===== src/rtl/tomasulo_pkg.sv =====
// Shared Tomasulo types: operand/tag widths, LSQ entry payload and CDB broadcast.
package tomasulo_pkg;

  localparam int unsigned XLEN      = 32;
  localparam int unsigned TAG_W     = 6;
  localparam int unsigned LSQ_DEPTH = 4;

  typedef struct packed {
    logic             valid;
    logic             ls;        // 1=store
    logic [XLEN-1:0]  rs1_data;
    logic [TAG_W-1:0] rs1_tag;
    logic             rs1_rdy;
    logic [XLEN-1:0]  rs2_data;
    logic [TAG_W-1:0] rs2_tag;
    logic             rs2_rdy;
    logic [XLEN-1:0]  imm;
    logic [TAG_W-1:0] rd_tag;
  } lsq_entry_t;

  typedef struct packed {
    logic             valid;
    logic [TAG_W-1:0] tag;
    logic [XLEN-1:0]  data;
  } cdb_t;

  // True when a CDB broadcast supplies an operand that is still waiting on it.
  function automatic logic cdb_hit(input cdb_t cdb, input logic rdy,
                                   input logic [TAG_W-1:0] tag);
    return cdb.valid && !rdy && (cdb.tag == tag);
  endfunction

endpackage


===== src/rtl/ls_queue_entry.sv =====
// One load/store queue slot: holds the op, snoops the CDB for missing operands,
// and presents its effective address / store data to the issue mux.
module ls_queue_entry
  import tomasulo_pkg::*;
(
  input  logic             clk,
  input  logic             rst_n,
  input  logic             flush,
  input  logic             wr_en,
  input  lsq_entry_t       wr_entry,
  input  logic             clr,
  input  cdb_t             cdb,
  output logic             valid,
  output logic             ls,
  output logic [TAG_W-1:0] rd_tag,
  output logic             rdy_c,
  output logic [XLEN-1:0]  addr_c,
  output logic [XLEN-1:0]  st_data_c
);

  lsq_entry_t q, d;

  // Next entry state: write (with dispatch-cycle bypass), else wakeup; clear on issue/flush.
  always_comb begin
    d = q;
    if (wr_en) begin
      d = wr_entry;
      if (cdb_hit(cdb, wr_entry.rs1_rdy, wr_entry.rs1_tag)) begin
        d.rs1_data = cdb.data;
        d.rs1_rdy  = 1'b1;
      end
      if (cdb_hit(cdb, wr_entry.rs2_rdy, wr_entry.rs2_tag)) begin
        d.rs2_data = cdb.data;
        d.rs2_rdy  = 1'b1;
      end
    end else if (q.valid) begin
      if (cdb_hit(cdb, q.rs1_rdy, q.rs1_tag)) begin
        d.rs1_data = cdb.data;
        d.rs1_rdy  = 1'b1;
      end
      if (cdb_hit(cdb, q.rs2_rdy, q.rs2_tag)) begin
        d.rs2_data = cdb.data;
        d.rs2_rdy  = 1'b1;
      end
    end
    if (clr || flush) d.valid = 1'b0;
  end

  // Entry storage.
  always_ff @(posedge clk or negedge rst_n) begin
    if (!rst_n) q <= '0;
    else        q <= d;
  end

  assign valid     = q.valid;
  assign ls        = q.ls;
  assign rd_tag    = q.rd_tag;
  // Operands complete: loads need only the base, stores also need the data.
  assign rdy_c     = q.rs1_rdy && (!q.ls || q.rs2_rdy);
  assign addr_c    = q.rs1_data + q.imm;
  assign st_data_c = q.ls ? q.rs2_data : '0;

endmodule


===== src/rtl/ls_issue_queue.sv =====
// In-order load/store reservation queue feeding agu_unit.
// Optional macro LSQ_PERF_CNT_EN adds perf_issued / perf_head_stall counters.
module ls_issue_queue
  import tomasulo_pkg::*;
#(
  parameter int unsigned DEPTH = LSQ_DEPTH
) (
  input  logic             clk,
  input  logic             rst_n,
  input  logic             flush,
  input  logic             disp_en,
  input  logic             disp_ls,
  input  logic [XLEN-1:0]  disp_rs1_data,
  input  logic [TAG_W-1:0] disp_rs1_tag,
  input  logic             disp_rs1_rdy,
  input  logic [XLEN-1:0]  disp_rs2_data,
  input  logic [TAG_W-1:0] disp_rs2_tag,
  input  logic             disp_rs2_rdy,
  input  logic [XLEN-1:0]  disp_imm,
  input  logic [TAG_W-1:0] disp_rd_tag,
  output logic             queue_full,
  input  logic             cdb_valid,
  input  logic [TAG_W-1:0] cdb_tag,
  input  logic [XLEN-1:0]  cdb_data,
  input  logic             agu_ready,
  output logic             agu_issue,
  output logic [XLEN-1:0]  agu_addr,
  output logic [XLEN-1:0]  agu_data,
  output logic             agu_ls,
  output logic [TAG_W-1:0] agu_tag,
  output logic             agu_tag_valid
`ifdef LSQ_PERF_CNT_EN
  ,
  output logic [31:0]      perf_issued,
  output logic [31:0]      perf_head_stall
`endif
);

  localparam int unsigned PTR_W = $clog2(DEPTH);
  localparam int unsigned CNT_W = $clog2(DEPTH + 1);

  logic [PTR_W-1:0] head, head_d, tail, tail_d;
  logic [CNT_W-1:0] count, count_d;
  logic             do_disp, do_issue;
  lsq_entry_t       wr_entry;
  cdb_t             cdb;

  logic             ent_valid   [DEPTH];
  logic             ent_ls      [DEPTH];
  logic [TAG_W-1:0] ent_rd_tag  [DEPTH];
  logic             ent_rdy     [DEPTH];
  logic [XLEN-1:0]  ent_addr    [DEPTH];
  logic [XLEN-1:0]  ent_st_data [DEPTH];

  assign cdb = '{valid: cdb_valid, tag: cdb_tag, data: cdb_data};

  assign wr_entry = '{valid: 1'b1, ls: disp_ls,
                      rs1_data: disp_rs1_data, rs1_tag: disp_rs1_tag, rs1_rdy: disp_rs1_rdy,
                      rs2_data: disp_rs2_data, rs2_tag: disp_rs2_tag, rs2_rdy: disp_rs2_rdy,
                      imm: disp_imm, rd_tag: disp_rd_tag};

  // Full blocks dispatch only; issue is strictly from the head.
  assign do_disp  = !flush && disp_en && !queue_full;
  assign do_issue = !flush && agu_ready && ent_valid[head] && ent_rdy[head];

  // Queue slots.
  for (genvar i = 0; i < DEPTH; i++) begin : g_entry
    ls_queue_entry u_entry (
      .clk       (clk),
      .rst_n     (rst_n),
      .flush     (flush),
      .wr_en     (do_disp && (tail == PTR_W'(i))),
      .wr_entry  (wr_entry),
      .clr       (do_issue && (head == PTR_W'(i))),
      .cdb       (cdb),
      .valid     (ent_valid[i]),
      .ls        (ent_ls[i]),
      .rd_tag    (ent_rd_tag[i]),
      .rdy_c     (ent_rdy[i]),
      .addr_c    (ent_addr[i]),
      .st_data_c (ent_st_data[i])
    );
  end

  // Pointer and occupancy update; flush empties the queue.
  always_comb begin
    head_d  = head;
    tail_d  = tail;
    count_d = count;
    if (flush) begin
      head_d  = '0;
      tail_d  = '0;
      count_d = '0;
    end else begin
      if (do_disp)  tail_d = tail + PTR_W'(1);
      if (do_issue) head_d = head + PTR_W'(1);
      if (do_disp && !do_issue)      count_d = count + CNT_W'(1);
      else if (!do_disp && do_issue) count_d = count - CNT_W'(1);
    end
  end

  // Pointer, count and full-flag registers.
  always_ff @(posedge clk or negedge rst_n) begin
    if (!rst_n) begin
      head       <= '0;
      tail       <= '0;
      count      <= '0;
      queue_full <= 1'b0;
    end else begin
      head       <= head_d;
      tail       <= tail_d;
      count      <= count_d;
      queue_full <= (count_d == CNT_W'(DEPTH));
    end
  end

  // AGU output registers: loaded on issue, otherwise held (tag_valid dropped on flush).
  always_ff @(posedge clk or negedge rst_n) begin
    if (!rst_n) begin
      agu_issue     <= 1'b0;
      agu_addr      <= '0;
      agu_data      <= '0;
      agu_ls        <= 1'b0;
      agu_tag       <= '0;
      agu_tag_valid <= 1'b0;
    end else begin
      agu_issue <= do_issue;
      if (do_issue) begin
        agu_addr      <= ent_addr[head];
        agu_data      <= ent_st_data[head];
        agu_ls        <= ent_ls[head];
        agu_tag       <= ent_rd_tag[head];
        agu_tag_valid <= !ent_ls[head];
      end else if (flush) begin
        agu_tag_valid <= 1'b0;
      end
    end
  end

`ifdef LSQ_PERF_CNT_EN
  // Performance counters, cleared by reset only.
  always_ff @(posedge clk or negedge rst_n) begin
    if (!rst_n) begin
      perf_issued     <= '0;
      perf_head_stall <= '0;
    end else begin
      if (do_issue)                     perf_issued     <= perf_issued + 32'd1;
      if (ent_valid[head] && !do_issue) perf_head_stall <= perf_head_stall + 32'd1;
    end
  end
`endif

endmodule


===== config.mk =====
export PLATFORM = sky130hd
export DESIGN_NAME = ls_issue_queue
export DESIGN_NICKNAME = d
export VERILOG_FILES = /design/src/rtl/tomasulo_pkg.sv /design/src/rtl/ls_queue_entry.sv /design/src/rtl/ls_issue_queue.sv
export SDC_FILE = /design/constraint.sdc
export NUM_CORES = 2
export LEC_CHECK = 0
export ABC_AREA = 1
export CAP_MARGIN = 10
export CORE_MARGIN = 2
export CORE_UTILIZATION = 55
export CTS_CLUSTER_DIAMETER = 120
export CTS_CLUSTER_SIZE = 40
export DETAILED_ROUTE_END_ITERATION = 16
export PLACE_DENSITY_LB_ADDON = 0.12
export SLEW_MARGIN = 0
export SYNTH_ARGS = -nofsm -noshare
export SYNTH_HDL_FRONTEND = slang
export SYNTH_SLANG_ARGS = --single-unit
export TNS_END_PERCENT = 10

===== constraint.sdc =====
create_clock -name clk -period 2.2 [get_ports clk]
set_input_delay 0.44 -clock clk [delete_from_list [all_inputs] [get_ports clk]]
set_output_delay 0.44 -clock clk [all_outputs]
set_load 0.005 [all_outputs]

==> metrics.md <==
| Metric | Value |
|---|---|
| Buffers on Ports | 234 |
| DP Area | 41800 um2 |
| Post-Route Setup TNS | -0.839 ns |
| Max incr delay on CP | 0.43 ns |
| Slowest stage cell, crit path | dfrtp_1 |
| Post-synthesis sequential area ratio | 39.7% |
| Number of synthesized flops with an enable pin | 0 |
| H-tree Lvls | 1 |
| Die ar. | 65500 um2 |
| RSZ-0062 raised after global routing | true |
| Antenna Violating Nets Remaining | 0 |
| Die H | 256 um |
| Crit share post-route | 104% |
| Power Total | 0.0452 W |
| Mapped Cells | 4747 |
| Synth warn | 0 |
| WHS | 0.332 ns |
| Synth Cell Area | 34900 um2 |
| Arrival time at the worst endpoint | 2.79 ns |
| Initial antenna violation count | 2 |
| HPWL Detailed | 104000 um |
| Final WL | 137000 um |
| Tmin final | 2.29 ns |
| CP Launch Type | flop |
| Crit-path max FO | 4 |
| DR vias/cell | 5.97 |
| Fillers | 5245 |
| Worst Hold Class | in2async |
| First-pass GRT wire length | 204000 um |
| RR Startpoint | g_entry[1].u_entry.q[17] |
| Area Growth Syn to Fin | 26.8% |
| Flop-to-flop setup slack | -0.09 ns |
| Syn nets | 5046 |
| Die X-Extent | 256 um |
| Max-cap violations | 0 |
| Router iterations before antenna repair | 6 |
| Initial Util | 55.5% |
| Peak supply drop | 0.696 mV |
| Vias | 36800 |
| CP endpoint kind | flop |
| Largest net degree at the start of global routing | 74 |
| Design Area, Final | 44200 um2 |
| Async S/R FF share, synth | 100% |
| CTS max path bufs | 3 |
| Worst setup margin | -0.0925 ns |
| Gate power share | 51.6% |
| Max-slew violation count | 0 |
| Total gr overflow | 0 |
| #FFs+latches synth | 553 |
| Clock sinks | 553 |
| Critical R2R Capture | agu_addr[21] |
| Clock Power Share | 11.0% |
| Top Ports | 235 |
| Failing checks | negative setup slack |
| Top FF cell, synth | dfrtp_1 |
| Total Routing Usage GR | 40.4% |
| Final net count | 5613 |
| CP Class | reg2reg |
| Status | complete, but fails checks |
| Critical path data required time | 2.70 ns |
| Vias in the first global route | 34800 |
| Worst Clk Skew | 0.0221 ns |
| Setup WS pre-CTS | -0.535 ns |
| Most common cell after layout, fill and taps aside | nand2_1 |
| Hold Vio Cnt, Final | 0 |
| Clk Latency, worst-skew pair | 0.61 ns |
| Core area | 62900 um2 |
| Routability cong. | 1.06 |
| Tightest Pin Transition | 0.601 ns |
| Worst R2R Path Depth | 13 |
| Netlist cell types | 46 |
| CTS tree | done |
| Fraction of layout instances using a drive strength above 1 | 19.1% |
| DRC | 0 |
| Switch Pwr | 0.0193 W |
| Wire per inst | 22.2 um |
| Internal Power | 0.0259 W |
| Critical-path cell list | ha_1, nand2_1, inv_1, nand2_1, inv_1, a21oi_1, nand2_2, nand2_1, nand3_1, nand3_1, nand3_2, nand3_4, nand2_1 |
| Setup violators final | 21 |
| Cts bufs inserted | 18 |
| Most frequent cells in the layout | nand2_1 (1686), inv_1 (559), dfrtp_1 (498) |
| Most used cell, CP | nand2_1 |
| Fmax | 436 MHz |
| Root Buffer | clkbuf_16 |
| Net Sw Frac | 42.7% |
| Rows | 92 |
| Number of DRC markers in iteration 0 | 4794 |
| Slew HR | 59.7% |
| Syn Area/Cell | 7.35 um2 |
| CTS clk-pin slew, worst paths | 0.15 ns |
| P_leak | 22.5 nW |
| PD cells | 1020 nW/um2 |
| Flop pwr share | 37.4% |
-- what timing repair did --
action / 4_1_cts / 5_1_grt
endpoints found under the setup margin: 26 / 28
hold buffers: 1 / 0
pin swaps: 10 / 30
gates resized for setup: 138 / 209
hold endpoints to repair: 27 / 0
setup buffers: 6 / 14
-- area by class of cell --
cell class | count | area (um2) | share of cell area (%)
Timing Repair Buffer | 768 | 7020 | 15.9
Multi-Input combinational cell | 3397 | 19500 | 44.2
Antenna cell | 1 | 2.50 | 0.00566
Clock buffer | 21 | 483 | 1.09
Tap cell | 846 | 1060 | 2.39
Sequential cell | 553 | 13900 | 31.4
Clock inverter | 5 | 56.3 | 0.127
Inverter | 576 | 2160 | 4.89
-- stage by stage --
step,cells,util [%]
2_1_floorplan,4747,-
3_3_place_gp,6119,66.5
3_5_place_dp,6119,66.5
4_1_cts,6152,68.5
5_1_grt,6167,70.4
6_report,6167,70.4
-- worst max-delay path: cells and delay by family, from the launching register on --
kind	cells	cell delay [ns]
simple gates	9	1.06
flops	1	0.43
fa+ha+maj	1	0.36
compound gates	1	0.19
buf+inv	2	0.15
-- per-layer routing --
metal  vias to the layer above  GRT usage, %  routed length [um]  part of all wire [%]
met1                     17500          56.3               54300                    40
met4                         2          15.9                6420                   4.7
met3                       367          10.3               17300                    13
met2                      2210          60.5               58700                    43
met5                         -             0                  13                0.0095
li1                      16800             -                   -                     -
-- cells in the mapped netlist, types with 2 or more instances --
master	count	area, um2
inv_2	16	60.1
buf_6	16	180
and3_1	5	31.3
a32o_1	32	320
nor4b_2	2	30.0
buf_1	18	67.6
o221ai_2	52	781
o21a_1	4	30.0
a221oi_1	4	35.0
o21ai_2	43	377
a21o_1	2	15.0
buf_2	71	355
o21ai_0	307	1540
o21ai_1	24	120
o221ai_1	205	1800
nor3_1	31	155
clkbuf_1	111	417
nor4_1	10	62.6
or2_2	3	18.8
nand4_1	15	93.8
ha_1	134	1680
xnor2_1	18	158
fa_1	4	80.1
dfrtp_1	553	13800
nor4_2	3	37.5
nand3_1	266	1330
nor2_1	196	736
a31oi_1	3	18.8
a22o_1	3	26.3
o21bai_1	13	97.6
nand2_1	1739	6530
buf_4	5	37.5
a21oi_1	146	731
and2_1	6	37.5
nand3b_1	30	225
nand2_2	22	138
o22ai_1	21	131
o211ai_1	5	37.5
xor2_1	43	377
inv_1	560	2100
-- state kept, by name (all words and copies together), names as in the netlist --
register	flops
g_entry.u_entry.q	440
agu_addr	32
agu_data	32
g_entry.u_entry.rd_tag	24
agu_tag	6
g_entry.u_entry.ls	4
g_entry.u_entry.valid	4
count	3
head	2
tail	2
agu_issue	1
agu_ls	1
agu_tag_valid	1
queue_full	1
-- power groups by stage --
stage	clock network (W)	logic (W)	registers (W)
after floorplan	0	0.0118	0.0150
after global placement	0	0.0204	0.0164
after detailed placement	0	0.0208	0.0164
after CTS	0.00501	0.0216	0.0164
after global routing	0.00533	0.0254	0.0171
final	0.00498	0.0233	0.0169
-- cell families (layout without fill, tap and decap cells) --
kind of cell,count (synthesis),after routing,share of synthesized area (%)
AND/OR/NAND/NOR,2331,2331,27.1
XOR/XNOR,61,61,1.53
other,0,1,0
flip-flops,553,553,39.7
AO/OA/AOI/OAI,867,867,17.4
adder cells (fa/ha/maj),138,138,5.04
buffers and inverters,797,1370,9.23
-- worst max path at each step --
stage / slack (ns) / depth (start not counted) / startpoint / to
6_report: -0.09 / 13 / g_entry[1].u_entry.q[17] / agu_addr[21]
5_1_grt: -0.20 / 14 / g_entry[3].u_entry.q[86] / agu_addr[9]
4_1_cts: -0.07 / 14 / g_entry[2].u_entry.q[100] / agu_addr[25]
3_5_place_dp: -0.54 / 7 / cdb_valid / g_entry[3].u_entry.q[84]
3_3_place_gp: -0.53 / 7 / cdb_valid / g_entry[3].u_entry.q[84]
2_1_floorplan: 0.16 / 14 / g_entry[0].u_entry.q[6] / agu_addr[30]
(Power assumes the default switching activity.)
